**src/rtl/mem_arb_pkg.sv**
```systemverilog
// Shared definitions for the external-memory port arbiter: requester ids,
// FSM state encoding and default burst length.
// Latency/backpressure: n/a (types and constants only).
package mem_arb_pkg;

    // Requester ids; the index of each requester in the req_* vectors.
    localparam int REQ_FEAT = 0;   // feature fetch
    localparam int REQ_WGT  = 1;   // weight fetch
    localparam int REQ_OUT  = 2;   // output writeback

    localparam int NB_REQ_DFLT    = REQ_OUT + 1;
    localparam int MAX_BURST_DFLT = 4;

    typedef enum logic {
        ST_IDLE  = 1'b0,
        ST_GRANT = 1'b1
    } arb_state_t;

endpackage

```
**src/rtl/rr_pick.sv**
```systemverilog
// Round-robin picker: first set bit of req at or after ptr, wrapping cyclically.
// Latency: purely combinational, zero cycles.
// Backpressure: none; found=0 when no request bit is set.
//   req   : request vector, one bit per requester
//   ptr   : highest-priority index for this pick
//   idx   : selected requester (0 when found=0)
//   found : at least one request bit set
module rr_pick #(
    parameter  int NB_REQ = 3,
    localparam int ID_W   = $clog2(NB_REQ)
) (
    input  logic [NB_REQ-1:0] req,
    input  logic [ID_W-1:0]   ptr,
    output logic [ID_W-1:0]   idx,
    output logic              found
);

    // rot[k] is the request of requester (ptr + k) mod NB_REQ.
    logic [NB_REQ-1:0] rot;
    // ptr + offset before wrapping back into 0..NB_REQ-1; needs one extra bit.
    logic [ID_W:0]     sum;

    always_comb begin
        rot   = NB_REQ'({req, req} >> ptr);
        found = 1'b0;
        sum   = '0;
        // Scan from the far end so the nearest set bit is the one that sticks.
        for (int k = NB_REQ - 1; k >= 0; k--) begin
            if (rot[k]) begin
                found = 1'b1;
                sum   = {1'b0, ptr} + (ID_W + 1)'(k);
            end
        end
        if (sum >= (ID_W + 1)'(NB_REQ)) begin
            sum = sum - (ID_W + 1)'(NB_REQ);
        end
        idx = sum[ID_W-1:0];
    end

endmodule

```
**src/rtl/mem_port_arbiter.sv**
```systemverilog
// Round-robin arbiter sharing one external memory port among NB_REQ requesters.
// Latency: 1 bubble cycle per grant, commands pass straight through; read data 1 cycle after the beat.
// Backpressure: req_ready only for the owner while granted; owner drops valid or hits MAX_BURST to release.
//   clk, arst_n_in          : clock and async active-low reset
//   req_valid/ready/we/addr/wdata : per-requester command channel
//   rsp_valid (one-hot), rsp_data : read response, data shared by all requesters
//   mem_en/we/addr/wdata/rdata    : external memory port (1-cycle read latency)
//   grant_id, busy                : current owner and GRANT-state flag
module mem_port_arbiter
    import mem_arb_pkg::*;
#(
    parameter  int NB_REQ         = NB_REQ_DFLT,
    parameter  int EXT_MEM_HEIGHT = 1 << 20,
    parameter  int EXT_MEM_WIDTH  = 32,
    parameter  int MAX_BURST      = MAX_BURST_DFLT,
    localparam int ADDR_W         = $clog2(EXT_MEM_HEIGHT),
    localparam int ID_W           = $clog2(NB_REQ)
) (
    input  logic                                   clk,
    input  logic                                   arst_n_in,
    input  logic [NB_REQ-1:0]                      req_valid,
    output logic [NB_REQ-1:0]                      req_ready,
    input  logic [NB_REQ-1:0]                      req_we,
    input  logic [NB_REQ-1:0][ADDR_W-1:0]          req_addr,
    input  logic [NB_REQ-1:0][EXT_MEM_WIDTH-1:0]   req_wdata,
    output logic [NB_REQ-1:0]                      rsp_valid,
    output logic [EXT_MEM_WIDTH-1:0]               rsp_data,
    output logic                                   mem_en,
    output logic                                   mem_we,
    output logic [ADDR_W-1:0]                      mem_addr,
    output logic [EXT_MEM_WIDTH-1:0]               mem_wdata,
    input  logic [EXT_MEM_WIDTH-1:0]               mem_rdata,
    output logic [ID_W-1:0]                        grant_id,
    output logic                                   busy
);

    localparam int              CNT_W    = $clog2(MAX_BURST + 1);
    localparam logic [CNT_W-1:0] LAST_CNT = CNT_W'(MAX_BURST - 1);
    localparam logic [ID_W-1:0]  LAST_ID  = ID_W'(NB_REQ - 1);

    arb_state_t        state_q, state_d;
    logic [ID_W-1:0]   owner_q, owner_d;
    logic [ID_W-1:0]   rr_ptr_q, rr_ptr_d;
    logic [CNT_W-1:0]  beat_cnt_q, beat_cnt_d;
    logic [NB_REQ-1:0] rsp_vld_q, rsp_vld_d;

    logic [ID_W-1:0]   pick_idx;
    logic              pick_found;
    logic              beat;

    rr_pick #(
        .NB_REQ (NB_REQ)
    ) u_rr_pick (
        .req   (req_valid),
        .ptr   (rr_ptr_q),
        .idx   (pick_idx),
        .found (pick_found)
    );

    // The owner is always ready while granted, so a beat is just owner valid.
    assign beat = (state_q == ST_GRANT) && req_valid[owner_q];

    always_comb begin
        state_d    = state_q;
        owner_d    = owner_q;
        rr_ptr_d   = rr_ptr_q;
        beat_cnt_d = beat_cnt_q;
        case (state_q)
            ST_IDLE: begin
                beat_cnt_d = '0;
                if (pick_found) begin
                    owner_d = pick_idx;
                    state_d = ST_GRANT;
                end
            end
            ST_GRANT: begin
                // Release when the owner goes quiet or this beat fills the burst;
                // the pointer moves past the owner so it ranks last next time.
                if (!req_valid[owner_q] || (beat_cnt_q == LAST_CNT)) begin
                    state_d    = ST_IDLE;
                    beat_cnt_d = '0;
                    rr_ptr_d   = (owner_q == LAST_ID) ? '0 : owner_q + 1'b1;
                end else begin
                    beat_cnt_d = beat_cnt_q + 1'b1;
                end
            end
            default: begin
                state_d = ST_IDLE;
            end
        endcase
    end

    always_comb begin
        req_ready = '0;
        if (state_q == ST_GRANT) begin
            req_ready[owner_q] = 1'b1;
        end
    end

    // Command fields are zeroed outside a beat so the port is quiet in IDLE and reset.
    always_comb begin
        mem_en    = beat;
        mem_we    = beat & req_we[owner_q];
        mem_addr  = beat ? req_addr[owner_q]  : '0;
        mem_wdata = beat ? req_wdata[owner_q] : '0;
    end

    // Remember who issued a read so the data coming back next cycle is tagged.
    always_comb begin
        rsp_vld_d = '0;
        if (beat && !req_we[owner_q]) begin
            rsp_vld_d[owner_q] = 1'b1;
        end
    end

    always_ff @(posedge clk or negedge arst_n_in) begin
        if (!arst_n_in) begin
            state_q    <= ST_IDLE;
            owner_q    <= '0;
            rr_ptr_q   <= '0;
            beat_cnt_q <= '0;
            rsp_vld_q  <= '0;
        end else begin
            state_q    <= state_d;
            owner_q    <= owner_d;
            rr_ptr_q   <= rr_ptr_d;
            beat_cnt_q <= beat_cnt_d;
            rsp_vld_q  <= rsp_vld_d;
        end
    end

    assign rsp_valid = rsp_vld_q;
    assign rsp_data  = (|rsp_vld_q) ? mem_rdata : '0;
    assign grant_id  = owner_q;
    assign busy      = (state_q == ST_GRANT);

endmodule
```
**config.mk**
```make
export PLATFORM = sky130hd
export DESIGN_NAME = mem_port_arbiter
export DESIGN_NICKNAME = d
export VERILOG_FILES = /design/src/rtl/mem_arb_pkg.sv /design/src/rtl/rr_pick.sv /design/src/rtl/mem_port_arbiter.sv
export SDC_FILE = /design/constraint.sdc
export NUM_CORES = 1
export LEC_CHECK = 0
export BUFFER_PORTS_ARGS = -buffer_cell sky130_fd_sc_hd__buf_2
export CORE_AREA = 2 2 114 116
export DETAILED_ROUTE_END_ITERATION = 10
export DIE_AREA = 0 0 116 118
export SYNTH_ARGS = -nofsm -noshare
export SYNTH_HDL_FRONTEND = slang
export SYNTH_SLANG_ARGS = --single-unit
```
**constraint.sdc**
```tcl
create_clock -name clk -period 5.23 [get_ports clk]
set_input_delay 0.7845 -clock clk [delete_from_list [all_inputs] [get_ports clk]]
set_output_delay 0.7845 -clock clk [all_outputs]
set_load 0.02 [all_outputs]
```
==> metrics.yaml, run 1 <==
hold_viol_final: 0
combPwrFrac_pct: 81.1
viasPerCell: 4.34
num_vias: 3447
first_global_vias: 3309
maxCapViolCount: 0
peakVddDrop_uv: 169
place_congestion: 0.800
p_leak_nw: 2.28
slew_headroom_pct: 37.8
hold_buffers: 0
drc: 0
drive_gt1_share_pct: 50.4
ant_nets: 0
critPathMaxStageDelay_ns: 0.50
fin_hold_ws_ns: 0.415
p_int_mw: 0.774
p_switching_mw: 0.988
cp_max_fo: 38
fin_skew_ns: 0.000406
avgSynthCellArea_sq_um: 6.56
setup_viol: 0
synth_flop_cell: "dfrtp_1"
syn_nets: 557
slew_violations: 0
syn_to_final_growth_pct: 69.3
synth_area_leaders: "mux2i_1 (23%), nor2_1 (18%), a21oi_1 (12%)"
worstMarginPinSlew_ns: 0.933
clk_latency_ns: 0.23
synthCells: 357
stdcell_count: 794
p_clk_share_pct: 7.7
swShare_pct: 56.1
cts_max_path_buffers: 2
worst_setup_path_end_kind: "output pin"
grt_max_degree: 57
post_cts_resized: 0
worstHoldPathType: "input pin to async pin"
drtIter0Drc: 100
initial_core_util_pct: 18.9
crit_required_ns: 4.45
wl_microns: 10400
min_period_over_period_pct: 64.1
die_h_microns: 118
clk_pin_slew_ns: 0.04
cp-start-kind: "input pin"
place_ws_ns: 1.84
path_cells: "buf_2, mux2i_1, nor2_1, a21oi_1, nand2b_2, buf_4, nor2_1, buf_2"
yosysUniqueCellTypes: 39
cts_setup_buffers: 0
placedInstanceArea_sq_um: 3880
cp_top_family: "buffers and inverters"
synth.most_common_cell: "nor2_1"
grt_usage_pct: 14.0
finalPower_mw: 1.76
ys_ff_latch: 11
rsz0062_at_grt: "no"
ff2ff_setup_slack_ns: 2.48
synth_commonest_cells: "nor2_1 (112), a21oi_1 (56), mux2i_1 (54)"
status: "completed"
ys_async_sr_fraction_pct: 100
p_per_area_nw_per_um2: 444
antenna_found_initial: 2
fp.dieArea_sq_um: 13700
cts_root_buffer: "clkbuf_16"
final_net_count: 822
fp.dieW_microns: 116
cp_num_buf_inv: 3
cts_tree: "built"
setup-tns-final_ns: 0
fin_area_sq_um: 3970
drt-wirelength-per-cell_microns: 13.1
fin_crit_ns: 3.35
ios: 291
cpMaxStageDelayCell: "nand2b_2"
yosysWarnings: 0
dp_hpwl_microns: 8410
synth-edff-count: 0
numCtsBuffers: 3
seq_power_share_pct: 11.2
grt_pass1_wl_microns: 15700
nFillCells: 1427
syn-cell-area_sq_um: 2340
synth_top_area_cell: "mux2i_1"
final_util_pct: 31.9
setup_ws_ns: 1.88
worst_ep_arrival_time_ns: 2.57
cts_num_sinks: 11
port_buffers: 290
cts.htree.levels: 1
ys_seq_area_share_pct: 11.8
worstSetupPathType: "input pin to output pin"
rows: 41
place_inst: 789
synth_top_area_share_pct: 23.1
first_pass_iters: 4
fmax_mhz: 298
fp.coreArea_sq_um: 12400
overflow: 0
-- cell usage in the layout, fill, tap and decap left out, types with 2 or more instances in the layout --
| master | n |
|---|---|
| nand2_1 | 2 |
| dfrtp_1 | 9 |
| buf_4 | 5 |
| inv_1 | 3 |
| o21ai_0 | 5 |
| mux2i_1 | 54 |
| ha_1 | 4 |
| nor2b_1 | 36 |
| nor2b_2 | 2 |
| nand2b_1 | 3 |
| o21ai_1 | 2 |
| clkbuf_16 | 3 |
| nor3_1 | 4 |
| a21oi_1 | 56 |
| mux2_1 | 2 |
| inv_2 | 2 |
| nor2_1 | 112 |
| and2_1 | 2 |
| nor3b_2 | 2 |
| buf_2 | 290 |
-- power by group through the flow --
stage / Combinational, mW / Clock [mW] / Sequential [mW]
after floorplan: 1.11 / 0 / 0.146
after global placement: 1.45 / 0 / 0.199
after detailed placement: 1.44 / 0 / 0.199
after CTS: 1.45 / 0.139 / 0.198
after global routing: 1.59 / 0.146 / 0.206
final: 1.43 / 0.136 / 0.197
-- path summary, 6_finish.rpt --
check	start	endpoint	cells after the start
setup / recovery	req_valid[2]	mem_addr[7]	8
hold / removal	arst_n_in	grant_id[0]	1
setup reg to reg	rr_ptr_q[1]	grant_id[0]	8
hold reg to reg	beat_cnt_q[0]	beat_cnt_q[0]	1
max in group asynchronous	arst_n_in	grant_id[1]	1
min in group clk	beat_cnt_q[0]	beat_cnt_q[0]	1
-- final cells by class --
class / count / area (sq um) / area share, %
clock buffers: 4 / 78.8 / 1.99
multi-input cells: 306 / 1880 / 47.4
repair buffers: 295 / 1490 / 37.5
diodes: 1 / 2.50 / 0.0631
inverters: 5 / 18.8 / 0.473
flip-flops and latches: 11 / 280 / 7.07
well taps: 172 / 215 / 5.43
-- flip-flops by register name (all words and copies together) (netlist names) --
| name | cells |
|---|---|
| beat_cnt_q | 3 |
| busy | 1 |
| rr_ptr_q | 2 |
| grant_id | 2 |
| rsp_valid | 3 |
-- logic make-up (layout without fill, tap and decap cells) --
| group | Yosys count | in the layout | synth area share, % |
|---|---|---|---|
| AO/OA/AOI/OAI | 76 | 76 | 19.3 |
| adder cells (fa/ha/maj) | 4 | 4 | 2.14 |
| buffers and inverters | 40 | 304 | 8.55 |
| flip-flops | 11 | 11 | 11.8 |
| multiplexers | 56 | 56 | 24.0 |
| other | 0 | 1 | 0 |
| AND/OR/NAND/NOR | 170 | 170 | 34.2 |
-- metal layers --
layer	wire [microns]	track usage (%)	part of all wire [%]
met2	5320	27.6	51
met3	942	1.80	9.0
met5	0	0	0
met1	4010	15.5	39
met4	129	2.98	1.2
Note: power is estimated with default switching activity, not from simulation.
==> run 2: changes to the inputs <==
- ABC_AREA: default -> 1
- CORE_AREA: 2 2 114 116 -> 2 2 113 115
- DIE_AREA: 0 0 116 118 -> 0 0 115 117
- clock period: 5.23 -> 2.84 ns (I/O delays scaled with it)
==> metrics.yaml, run 2 <==
first_global_vias: 3170  # -4.2%
cts_setup_buffers: 0  # unchanged
r2r_start: "rr_ptr_q[0]"
peakVddDrop_uv: 389  # +130%
drc: 0  # unchanged
rr_endpoint: "grant_id[0]"
rsz0062_at_grt: "no"
grt_pass1_wl_microns: 15400  # -1.6%
die_h_microns: 117  # -0.85%
setup_viol: 0  # unchanged
fin_area_sq_um: 3680  # -7.3%
clk_latency_ns: 0.23  # about the same
synth_top_area_cell: "nand2_1"
synth_top_area_share_pct: 37.0  # +14 points
cp_num_buf_inv: 2  # -1
maxCapViolCount: 0  # unchanged
critPathMaxStageDelay_ns: 0.46  # -0.04 ns
cp-start-kind: "flip-flop"
worst_ep_arrival_time_ns: 1.88  # -0.69 ns
synth.most_common_cell: "nand2_1"
drtIter0Drc: 119  # +19%
muxShareOfSynthArea_pct: 0  # -24 points
hold_viol_final: 0  # unchanged
final_net_count: 882  # +7.3%
yosysWarnings: 0  # unchanged
status: "completed"
ff2ff_setup_slack_ns: 0.90  # -1.58 ns
port_buffers: 290  # unchanged
cts_max_path_buffers: 2  # unchanged
ios: 291  # unchanged
synth_adder_area_share_pct: 2.53  # +0.40 points
yosys.area_share.simple_pct: 49.3  # +15 points
synth_top_family_by_area: "simple AND/OR/NAND/NOR gates"
cpMaxStageDelayCell: "dfrtp_1"
ys_seq_area_share_pct: 13.9  # +2.2 points
grt_max_degree: 55  # -3.5%
crit_required_ns: 2.41  # -2.04 ns
grt_usage_pct: 14.3  # +0.32 points
fp.dieArea_sq_um: 13500  # -1.7%
antenna_found_initial: 0  # -2
path_cells: "nor2_4, buf_4, a22o_1, a21oi_1, nor2_1, buf_2"
fin_skew_ns: 0.00101  # +0.000602 ns
synth_compound_gate_area_share_pct: 19.4  # +0.042 points
slew_violations: 0  # unchanged
syn-cell-area_sq_um: 1980  # -16%
placedInstanceArea_sq_um: 3600  # -7.4%
synth-edff-count: 0  # unchanged
worstMarginPinSlew_ns: 0.565  # -0.368 ns
numCtsBuffers: 3  # unchanged
viasPerCell: 4.26  # -2.0%
slew_headroom_pct: 62.3  # +25 points
fp.dieW_microns: 115  # -0.86%
synth_commonest_cells: "nand2_1 (195), a31oi_1 (52), inv_1 (48)"
fin_crit_ns: 2.31
p_per_area_nw_per_um2: 877  # +97%
layout.cells.most_common: "buf_2"
post_cts_resized: 0  # unchanged
cts.htree.levels: 1  # unchanged
min_period_over_period_pct: 81.2
fp.coreArea_sq_um: 12300  # -0.83%
dp_hpwl_microns: 8730  # +3.8%
cts_tree: "built"
fmax_mhz: 434
drt-wirelength-per-cell_microns: 12.7  # -3.0%
avgSynthCellArea_sq_um: 4.89  # -25%
clk_pin_slew_ns: 0.04  # about the same
worst_setup_path_end_kind: "output pin"
first_pass_iters: 4  # unchanged
cp_max_fo: 54  # +42%
most-common-layout-cells: "buf_2 (290), nand2_1 (195), a31oi_1 (52)"
reg2reg_depth: 13  # +5
overflow: 0  # unchanged
ys_ff_latch: 11  # unchanged
cts_root_buffer: "clkbuf_16"
synth_flop_cell: "dfrtp_1"
wl_microns: 10600  # +1.5%
cp_top_family: "buffers and inverters"
place_congestion: 0.867  # +8.4%
synthCells: 404  # +13%
syn_nets: 604  # +8.4%
num_vias: 3537  # +2.6%
worstHoldPathType: "input pin to async pin"
cts_num_sinks: 11  # unchanged
synth_area_leaders: "nand2_1 (37%), a31oi_1 (16%), dfrtp_1 (14%)"
ant_nets: 0  # unchanged
setup-tns-final_ns: 0  # unchanged
p_leak_nw: 2.31  # +1.0%
yosysUniqueCellTypes: 20  # -49%
n_antenna_cell: 0  # -1
ys_async_sr_fraction_pct: 100  # unchanged
synth-xor-area-share_pct: 0  # unchanged
worstSetupPathType: "flip-flop to output pin"
syn_to_final_growth_pct: 86.1
initial_core_util_pct: 16.0  # -2.8 points
drive_gt1_share_pct: 45.4  # -5.0 points
rows: 41  # unchanged
hold_buffers: 0  # unchanged
==> run 2: kinds of logic (layout without fill, tap and decap cells) <==
| family | count (synthesis) | in the layout |
|---|---|---|
| and+or+nand+nor | 252 | 252 |
| buffers and inverters | 76 | 353 |
| AOI/OAI and AO/OA | 61 | 61 |
| DFF | 11 | 11 |
| adders and majority gates | 4 | 4 |
==> run 2: how the worst max path moves through the flow <==
stage                           start       endpoint  slack (ns)  depth (start not counted)
after floorplan           grant_id[0]  mem_wdata[22]        0.80                          7
after global routing      grant_id[0]         mem_we        0.36                          7
after global placement    grant_id[1]         mem_we        0.78                          6
final                     grant_id[1]         mem_we        0.53                          6
after CTS                 grant_id[1]         mem_we        0.50                          6
after detailed placement  grant_id[1]         mem_we        0.76                          6
==> run 2: per-stage QoR <==
step / cells / total power, mW / util [%] / hold slack, ns / worst slack, ns
3_5_place_dp: 827 / 3.00 / 29.2 / 0.316 / 0.756
3_3_place_gp: 827 / 3.01 / 29.2 / 0.312 / 0.783
2_1_floorplan: 404 / 2.06 / - / 0.130 / 0.795
5_1_grt: 831 / 3.56 / 29.9 / 0.0737 / 0.361
4_1_cts: 831 / 3.27 / 29.9 / 0.0646 / 0.504
6_report: 831 / 3.23 / 29.9 / 0.0588 / 0.534
==> run 2: layer usage <==
layer	vias to the layer above	track usage (%)	routed length, microns
met1	1519	16.5	4350
met2	185	27.4	5220
li1	1823	-	-
met3	10	3.30	887
met4	0	2.41	113
met5	-	0	0
==> run 2: where the power goes <==
part	switching, mW	internal (mW)
Sequential	0.0709	0.210
Clock	0.0691	0.189
Combinational	1.83	0.854
==> run 2: cell type report <==
| cell class | instances | area [sq um] |
|---|---|---|
| Clock buffer | 4 | 78.8 |
| Tap cell | 150 | 188 |
| Timing Repair Buffer | 297 | 1530 |
| Inverter | 52 | 195 |
| Multi-Input combinational cell | 317 | 1410 |
| Sequential cell | 11 | 275 |
| Fill cell | 1424 | 8630 |
==> run 3: changes to the inputs <==
- CORE_AREA: 2 2 113 115 -> 2 2 114 116
- DIE_AREA: 0 0 115 117 -> 0 0 116 118
- clock period: 2.84 -> 2.42 ns (I/O delays scaled with it)
==> metrics.yaml, run 3 (synthesis results as in run 2) <==
dp_hpwl_microns: 8720  # about the same
startpoint: "grant_id[0]"
ant_nets: 0  # unchanged
overflow: 0  # unchanged
cts_max_path_buffers: 2  # unchanged
wl_microns: 10600  # +0.45%
worstMarginPinSlew_ns: 0.300  # -0.265 ns
peakVddDrop_uv: 391  # +0.34%
clk_latency_ns: 0.24  # about the same
fp.coreArea_sq_um: 12400  # +0.83%
cts.htree.levels: 1  # unchanged
route.met2.wl_microns: 5320  # +1.9%
antenna_found_initial: 0  # unchanged
worstHoldPathType: "input pin to async pin"
p_leak_nw: 2.32  # +0.32%
cts_tree: "built"
dr_wl_met3_microns: 1000  # +13%
p_clk_share_pct: 7.8  # -0.2 points
grt_max_degree: 55  # unchanged
place_congestion: 0.877  # +1.1%
top_layer_used: "met4"
combPwrFrac_pct: 83.7  # +0.4 points
slew_violations: 0  # unchanged
post_cts_resized: 0  # unchanged
setup_viol: 0  # unchanged
min_period_over_period_pct: 91.2
p_switching_mw: 2.32  # +17%
final_net_count: 882  # unchanged
initial_core_util_pct: 15.9  # -0.13 points
crit_end: "mem_we"
syn_to_final_growth_pct: 88.9
r2r_start: "rr_ptr_q[0]"
clk_pin_slew_ns: 0.04  # about the same
port_buffers: 290  # unchanged
fp.dieW_microns: 116  # +0.87%
fin_crit_ns: 2.21
worst_ep_arrival_time_ns: 1.84  # -0.04 ns
first_global_vias: 3358  # +5.9%
drt-wirelength-per-cell_microns: 12.4  # -2.1%
numCtsBuffers: 3  # unchanged
cts_setup_buffers: 0  # unchanged
rr_endpoint: "grant_id[0]"
most-common-layout-cells: "buf_2 (290), nand2_1 (195), a31oi_1 (52)"
grt_pass1_wl_microns: 15900  # +3.3%
n_antenna_cell: 0  # unchanged
critPathMaxStageDelay_ns: 0.42  # -0.04 ns
rows: 41  # unchanged
ff2ff_setup_slack_ns: 0.48  # -0.42 ns
swShare_pct: 60.5  # -0.68 points
wl_met1_microns: 4160  # -4.2%
maxCapViolCount: 0  # unchanged
grt_usage_pct: 14.6  # +0.22 points
cts_num_sinks: 11  # unchanged
drc: 0  # unchanged
drive_gt1_share_pct: 45.4  # unchanged
rsz0062_at_grt: "no"
slew_headroom_pct: 80.0  # +18 points
failed_checks: "hold timing"
fmax_mhz: 453
worst_setup_path_end_kind: "output pin"
cp-start-kind: "flip-flop"
worstSetupPathType: "flip-flop to output pin"
fin_hold_ws_ns: -0.000926  # -0.0597 ns
first_pass_iters: 4  # unchanged
cpMaxStageDelayCell: "dfrtp_1"
path_cells: "inv_2, nand2_1, clkinv_2, a22o_1, a21oi_1, nor2_1, buf_2"
crit_required_ns: 2.06  # -0.35 ns
hold_viol_final: 5  # +5
hold_buffers: 0  # unchanged
place_inst: 849  # +2.7%
reg2reg_depth: 13  # unchanged
final_util_pct: 30.1  # +0.19 points
fin_skew_ns: 0.000556  # -0.000453 ns
num_vias: 3557  # +0.57%
p_per_area_nw_per_um2: 1030  # +17%
seq_power_share_pct: 8.5  # -0.2 points
status: "finished with violations"
viasPerCell: 4.17  # -2.0%
ios: 291  # unchanged
cp_max_fo: 14  # -74%
layout.cells.most_common: "buf_2"
setup-tns-final_ns: 0  # unchanged
die_h_microns: 118  # +0.85%
stdcell_count: 853  # +2.6%
cts_root_buffer: "clkbuf_16"
p_int_mw: 1.51  # +21%
drtIter0Drc: 137  # +15%
fp.dieArea_sq_um: 13700  # +1.7%
[run 3: changes by cell type in the layout (fill, tap and decap cells not counted)]
| cell | previous run | this run |
|---|---|---|
| clkinv_2 | 0 | 1 |
| inv_2 | 4 | 3 |
| buf_4 | 5 | 3 |
| buf_12 | 2 | 4 |
[run 3: worst min-delay path by stage]
stage / from / end / depth (start not counted)
detailed placement: arst_n_in / rr_ptr_q[0] / 1
floorplan: arst_n_in / beat_cnt_q[0] / 0
global placement: arst_n_in / rr_ptr_q[0] / 1
global route: arst_n_in / rr_ptr_q[1] / 1
finish: arst_n_in / rr_ptr_q[0] / 1
CTS: arst_n_in / busy / 1
[run 3: metal layers]
layer	vias up	GRT usage, %
met5	-	0
met4	0	2.38
met3	10	3.45
met2	192	28.7
met1	1534	15.5
li1	1821	-
[run 3: layout make-up]
class	instances	area [sq um]
fillers	1434	8680
inverters	52	196
flip-flops and latches	11	275
well taps	172	215
repair buffers	297	1550
multi-input cells	317	1410
clock buffers	4	78.8
[run 3: stage by stage]
stage / total power [mW] / setup WS, ns / hold WS, ns / cell area (sq um)
CTS: 3.88 / 0.142 / 0.00696 / 3730
finish: 3.83 / 0.214 / -0.000926 / 3730
floorplan: 2.41 / 0.438 / 0.0674 / 1980
global route: 4.24 / 0.0360 / 0.0261 / 3730
detailed placement: 3.57 / 0.423 / 0.258 / 3650
global placement: 3.58 / 0.416 / 0.257 / 3650
[run 3: power groups by stage]
stage	sequential, mW	combinational, mW	clock, mW
6_report	0.326	3.21	0.298
5_1_grt	0.339	3.59	0.312
4_1_cts	0.328	3.25	0.305
3_5_place_dp	0.330	3.24	0
3_3_place_gp	0.328	3.26	0
2_1_floorplan	0.345	2.07	0
[run 3: worst max-delay path: cells and delay by family, from the launching register on]
| family | cells | cell delay [ns] |
|---|---|---|
| compound gates | 2 | 0.43 |
| simple gates | 2 | 0.21 |
| buf+inv | 3 | 0.53 |
| flops | 1 | 0.42 |
